**config.mk**
```make
export PLATFORM = sky130hd
export DESIGN_NAME = ula_registro_resultado
export DESIGN_NICKNAME = d
export VERILOG_FILES = /design/src/rtl/ula_registro_resultado.sv
export SDC_FILE = /design/constraint.sdc
export NUM_CORES = 1
export LEC_CHECK = 0
export CORE_ASPECT_RATIO = 1.2
export CORE_UTILIZATION = 41
export DETAILED_ROUTE_END_ITERATION = 16
export GPL_TIMING_DRIVEN = 1
export HOLD_SLACK_MARGIN = 0.15
export PLACE_DENSITY = 0.76
export RECOVER_POWER = 50
export SYNTH_ARGS = -nofsm -noshare
export SYNTH_HDL_FRONTEND = slang
export SYNTH_SLANG_ARGS = --single-unit
```
**constraint.sdc**
```tcl
create_clock -name clk -period 3.5 [get_ports clk]
set_input_delay 0.7 -clock clk [delete_from_list [all_inputs] [get_ports clk]]
set_output_delay 0.7 -clock clk [all_outputs]
set_load 0.02 [all_outputs]
```
**src/rtl/ula_registro_resultado.sv**
```systemverilog
`default_nettype none
// ============================================================================
// Module   : ula_registro_resultado
// Brief    : Result stage for the 4-bit ripple adder. Computes N/Z/C/V at
//            capture time and buffers {sum, flags} in a 2-entry valid/ready FIFO.
// Revision : 1.0 - initial release
// ============================================================================
module ula_registro_resultado #(
  parameter int CNT_W = 8,
  parameter int DEPTH = 2
) (
  input  logic             clk,
  input  logic             rst_n,
  input  logic             limpar,
  input  logic [3:0]       in_soma,
  input  logic             in_cout,
  input  logic             in_a3,
  input  logic             in_b3,
  input  logic             in_valid,
  output logic             in_ready,
  output logic [3:0]       out_res,
  output logic [3:0]       out_flags,
  output logic             out_valid,
  input  logic             out_ready,
  output logic [CNT_W-1:0] op_count,
  output logic             full
);

  typedef enum logic [1:0] {
    S_EMPTY = 2'd0,
    S_ONE   = 2'd1,
    S_FULL  = 2'd2
  } occ_t;

  occ_t             r_state;
  occ_t             w_state_nxt;
  logic [7:0]       r_mem [DEPTH];
  logic             r_wr_ptr;
  logic             r_rd_ptr;
  logic [CNT_W-1:0] r_op_count;
  logic [3:0]       w_flags;
  logic             w_push;
  logic             w_pop;

  // Overflow: operands share a sign but the sum's sign differs from it.
  assign w_flags = {in_soma[3],
                    (in_soma == 4'd0),
                    in_cout,
                    (in_a3 == in_b3) && (in_soma[3] != in_a3)};

  assign in_ready  = (r_state != S_FULL);
  assign full      = (r_state == S_FULL);
  assign out_valid = (r_state != S_EMPTY);
  assign w_push    = in_valid && in_ready;
  assign w_pop     = out_valid && out_ready;

  assign out_res   = out_valid ? r_mem[r_rd_ptr][7:4] : 4'd0;
  assign out_flags = out_valid ? r_mem[r_rd_ptr][3:0] : 4'd0;
  assign op_count  = r_op_count;

  always_comb begin
    w_state_nxt = r_state;
    if (limpar) begin
      w_state_nxt = S_EMPTY;
    end else begin
      case (r_state)
        S_EMPTY: if (w_push) w_state_nxt = S_ONE;
        S_ONE: begin
          if (w_push && !w_pop)      w_state_nxt = S_FULL;
          else if (!w_push && w_pop) w_state_nxt = S_EMPTY;
        end
        S_FULL:  if (w_pop) w_state_nxt = S_ONE;
        default: w_state_nxt = S_EMPTY;
      endcase
    end
  end

  always_ff @(posedge clk or negedge rst_n) begin
    if (!rst_n) begin
      r_state    <= S_EMPTY;
      r_wr_ptr   <= 1'b0;
      r_rd_ptr   <= 1'b0;
      r_op_count <= '0;
      for (int i = 0; i < DEPTH; i++) r_mem[i] <= 8'd0;
    end else begin
      r_state <= w_state_nxt;
      if (limpar) begin
        r_wr_ptr   <= 1'b0;
        r_rd_ptr   <= 1'b0;
        r_op_count <= '0;
      end else begin
        if (w_push) begin
          r_mem[r_wr_ptr] <= {in_soma, w_flags};
          r_wr_ptr        <= ~r_wr_ptr;
          r_op_count      <= r_op_count + CNT_W'(1);
        end
        if (w_pop) r_rd_ptr <= ~r_rd_ptr;
      end
    end
  end

endmodule
`default_nettype wire

```
==> metrics.txt <==
status=finished clean; instance area at placement=1640 um^2; Hold Startpoint=r_mem[6]; max incr delay on CP=0.58 ns; cell chain of the critical path=nor2b_1, inv_1, clkdlybuf4s50_1; Total Neg Setup Slack=0 ns; share of synthesized registers carrying an async set or reset=1.00; Detailed Route Iter0 Violations=16; FILL cells=274; # diodes=0; CTS Root Cell=clkbuf_4; Worst Path Max Fanout=8; hold depth=1; clock latency on the worst-skew pair=0.31 ns; sequential standard cell area=651 um^2; CP arrival=2.04 ns; YS warnings=0; RSZ-0062 raised after global routing=false; P_int=~0.00053 W; Tcrit/Tclk final=0.783; clk_skew=0.00258 ns; top-count cell post-synth=dfrtp_1; grt met2 use=0.272; initial antenna violation count=0; Comb pwr share=0.202; Reg-to-Reg End=op_count[6]; DR vias=1000; Netlist Area Pre-Place=1320 um^2; Synth area leaders=dfrtp_1 (49%), mux2_2 (14%), mux2i_1 (5.3%); worst r2r path cells=4; sequential share of the synthesized area=0.493; Pre-Repair DR Iteration Count=4; crit path max-delay cell type=clkdlybuf4s50_1; core area=around 3000 um^2; Post-synth top cells=dfrtp_1 (26), mux2_2 (16), nor2_1 (11); Max Slew Vio Count=0; H-Tree Level Count=1; max cap viols=0; Clock Path Buffers=2; Synth top area share=0.493; chip height=64.1 um; ANT nets after route=0; Multi-input gate area=611 um^2; synthesized area per cell=11.0 um^2; post-layout net count=between 150 and 200; cts repair resizes=0; DRC=0; global-route wire length before repair=around 4500 um; Final Critical Period=2.74 ns; reg2reg start=r_state[1]; grt total ovfl=0; PwrDens=425 nW/um^2; post-synth cell types=28; fraction of layout cells with a size suffix above 1=0.154; Fin. Hold Viols=0; Clock Sinks=26; R2R Setup Slk=roughly 1.6 ns; GPL Wtd Cong=0.743; Detailed Route WL=2630 um; width of the die=53.8 um; final non-filler cell total=approximately 190; hold crit path type=reg -> reg; Psw=0.000181 W; CTS tree=built; num ports=31; vias in the first global route=1054; IO Port Bufs=30; setup bufs post-CTS=0; clock network power share=0.284; final instance area=1680 um^2; most used routing layer=met2; Worst Setup Start Kind=register; met3 Use GR=0.0310; Crit path required time=approximately 2.8 ns; area delta synth->final=27.5%; fmax=365 MHz; Worst-Margin Slew=between 1 and 1.5 ns; sw frac=0.253; WHS Endpoint=r_mem[6]; kind of critical path=reg -> out; gr usage total=0.174; top_reg_cell synth=dfrtp_1; CP Capture Type=output port; Placed Cells incl. Taps=181; cells after synthesis=between 100 and 150; Final setup viols=0; number of synthesized flops with an enable pin=0; Rel. slew slack=0.0539; Place WS=0.915 ns; VDD IR-drop max=0.324 mV; row count=22; Starting Density=0.432; hold_ws=0.524 ns; final worst slack=0.758 ns; met1 usage=0.247; clock-pin slew on the worst setup and hold paths=0.14 ns; largest net degree at the start of global routing=27; Avg WL per Cell=14.2 um; total leakage power=0.668 nW; via density per instance=between 5 and 6; Post-Synthesis Net Count=133; CTS buffer count=3; post-synth top area cell=dfrtp_1; sequential power share=0.514; Synth Register Bits=26; die footprint=3450 um^2; HPWL after DPL=between 1500 and 2000 um; # hold bufs at CTS=0
## layer usage
layer / wire [um] / vias up
met3: 126 / 0
met5: 0 / -
met4: 0 / 0
met1: 1220 / 484
li1: - / 488
met2: 1280 / 28
## power by group through the flow
stage	Sequential, W	Clock (W)	Combinational [W]
global placement	0.000370	0	0.000144
global route	0.000372	0.000225	0.000159
CTS	0.000367	0.000212	0.000148
finish	0.000367	0.000203	0.000144
floorplan	0.000363	0	0.0000946
detailed placement	0.000372	0	0.000147
## cell usage in the layout (no fill, tap or decap), types with 3 or more instances in the layout
master and count:
a21oi_1 9, clkbuf_4 3, clkdlybuf4s50_1 27, dfrtp_1 26, dlygate4sd3_1 3, inv_1 4
mux2_2 16, mux2i_1 7, nand2_1 5, nor2_1 11, nor2b_1 5, nor4_1 3
o21ai_0 6, o31ai_1 4, or4_1 4
## sequential cells by signal (all words and copies together), names as in the netlist
name and flops:
op_count 8, r_mem 14, r_rd_ptr 1, r_state 2, r_wr_ptr 1
## kinds of logic (layout without fill, tap and decap cells)
group,after synthesis,count (layout),share of synthesized area
buf+inv,11,40,0.0436
compound gates,20,20,0.0854
simple gates,38,38,0.172
mux,23,23,0.190
xor+xnor,1,1,0.00664
flops,26,26,0.493
fa+ha+maj,1,1,0.00949
## worst max-delay path, delay by kind of cell, from the launching register on
| kind | cells | cell delay [ns] |
|---|---|---|
| DFF | 1 | 0.43 |
| buffers and inverters | 2 | 0.76 |
| and+or+nand+nor | 1 | 0.53 |
## how the worst max path moves through the flow
stage,end,start,cells after the start
floorplan,out_res[3],r_rd_ptr,4
global placement,r_mem[9],limpar,3
detailed placement,r_mem[10],limpar,3
CTS,in_ready,r_state[0],3
global route,in_ready,r_state[1],3
finish,in_ready,r_state[1],3
## metrics by stage
| stage | utilization | power (W) |
|---|---|---|
| after floorplan | - | 0.000458 |
| after global placement | 0.536 | 0.000514 |
| after detailed placement | 0.536 | 0.000519 |
| after CTS | 0.553 | 0.000726 |
| after global routing | 0.550 | 0.000757 |
| final | 0.550 | 0.000715 |
## area by class of cell
cell class              count  area share
repair buffers             32       0.183
clock buffers               3      0.0134
clock inverters             1      0.0179
well taps                  36      0.0268
flip-flops and latches     26       0.387
inverters                   4     0.00893
multi-input cells          83       0.363
Power figures use the tool's default switching activity.
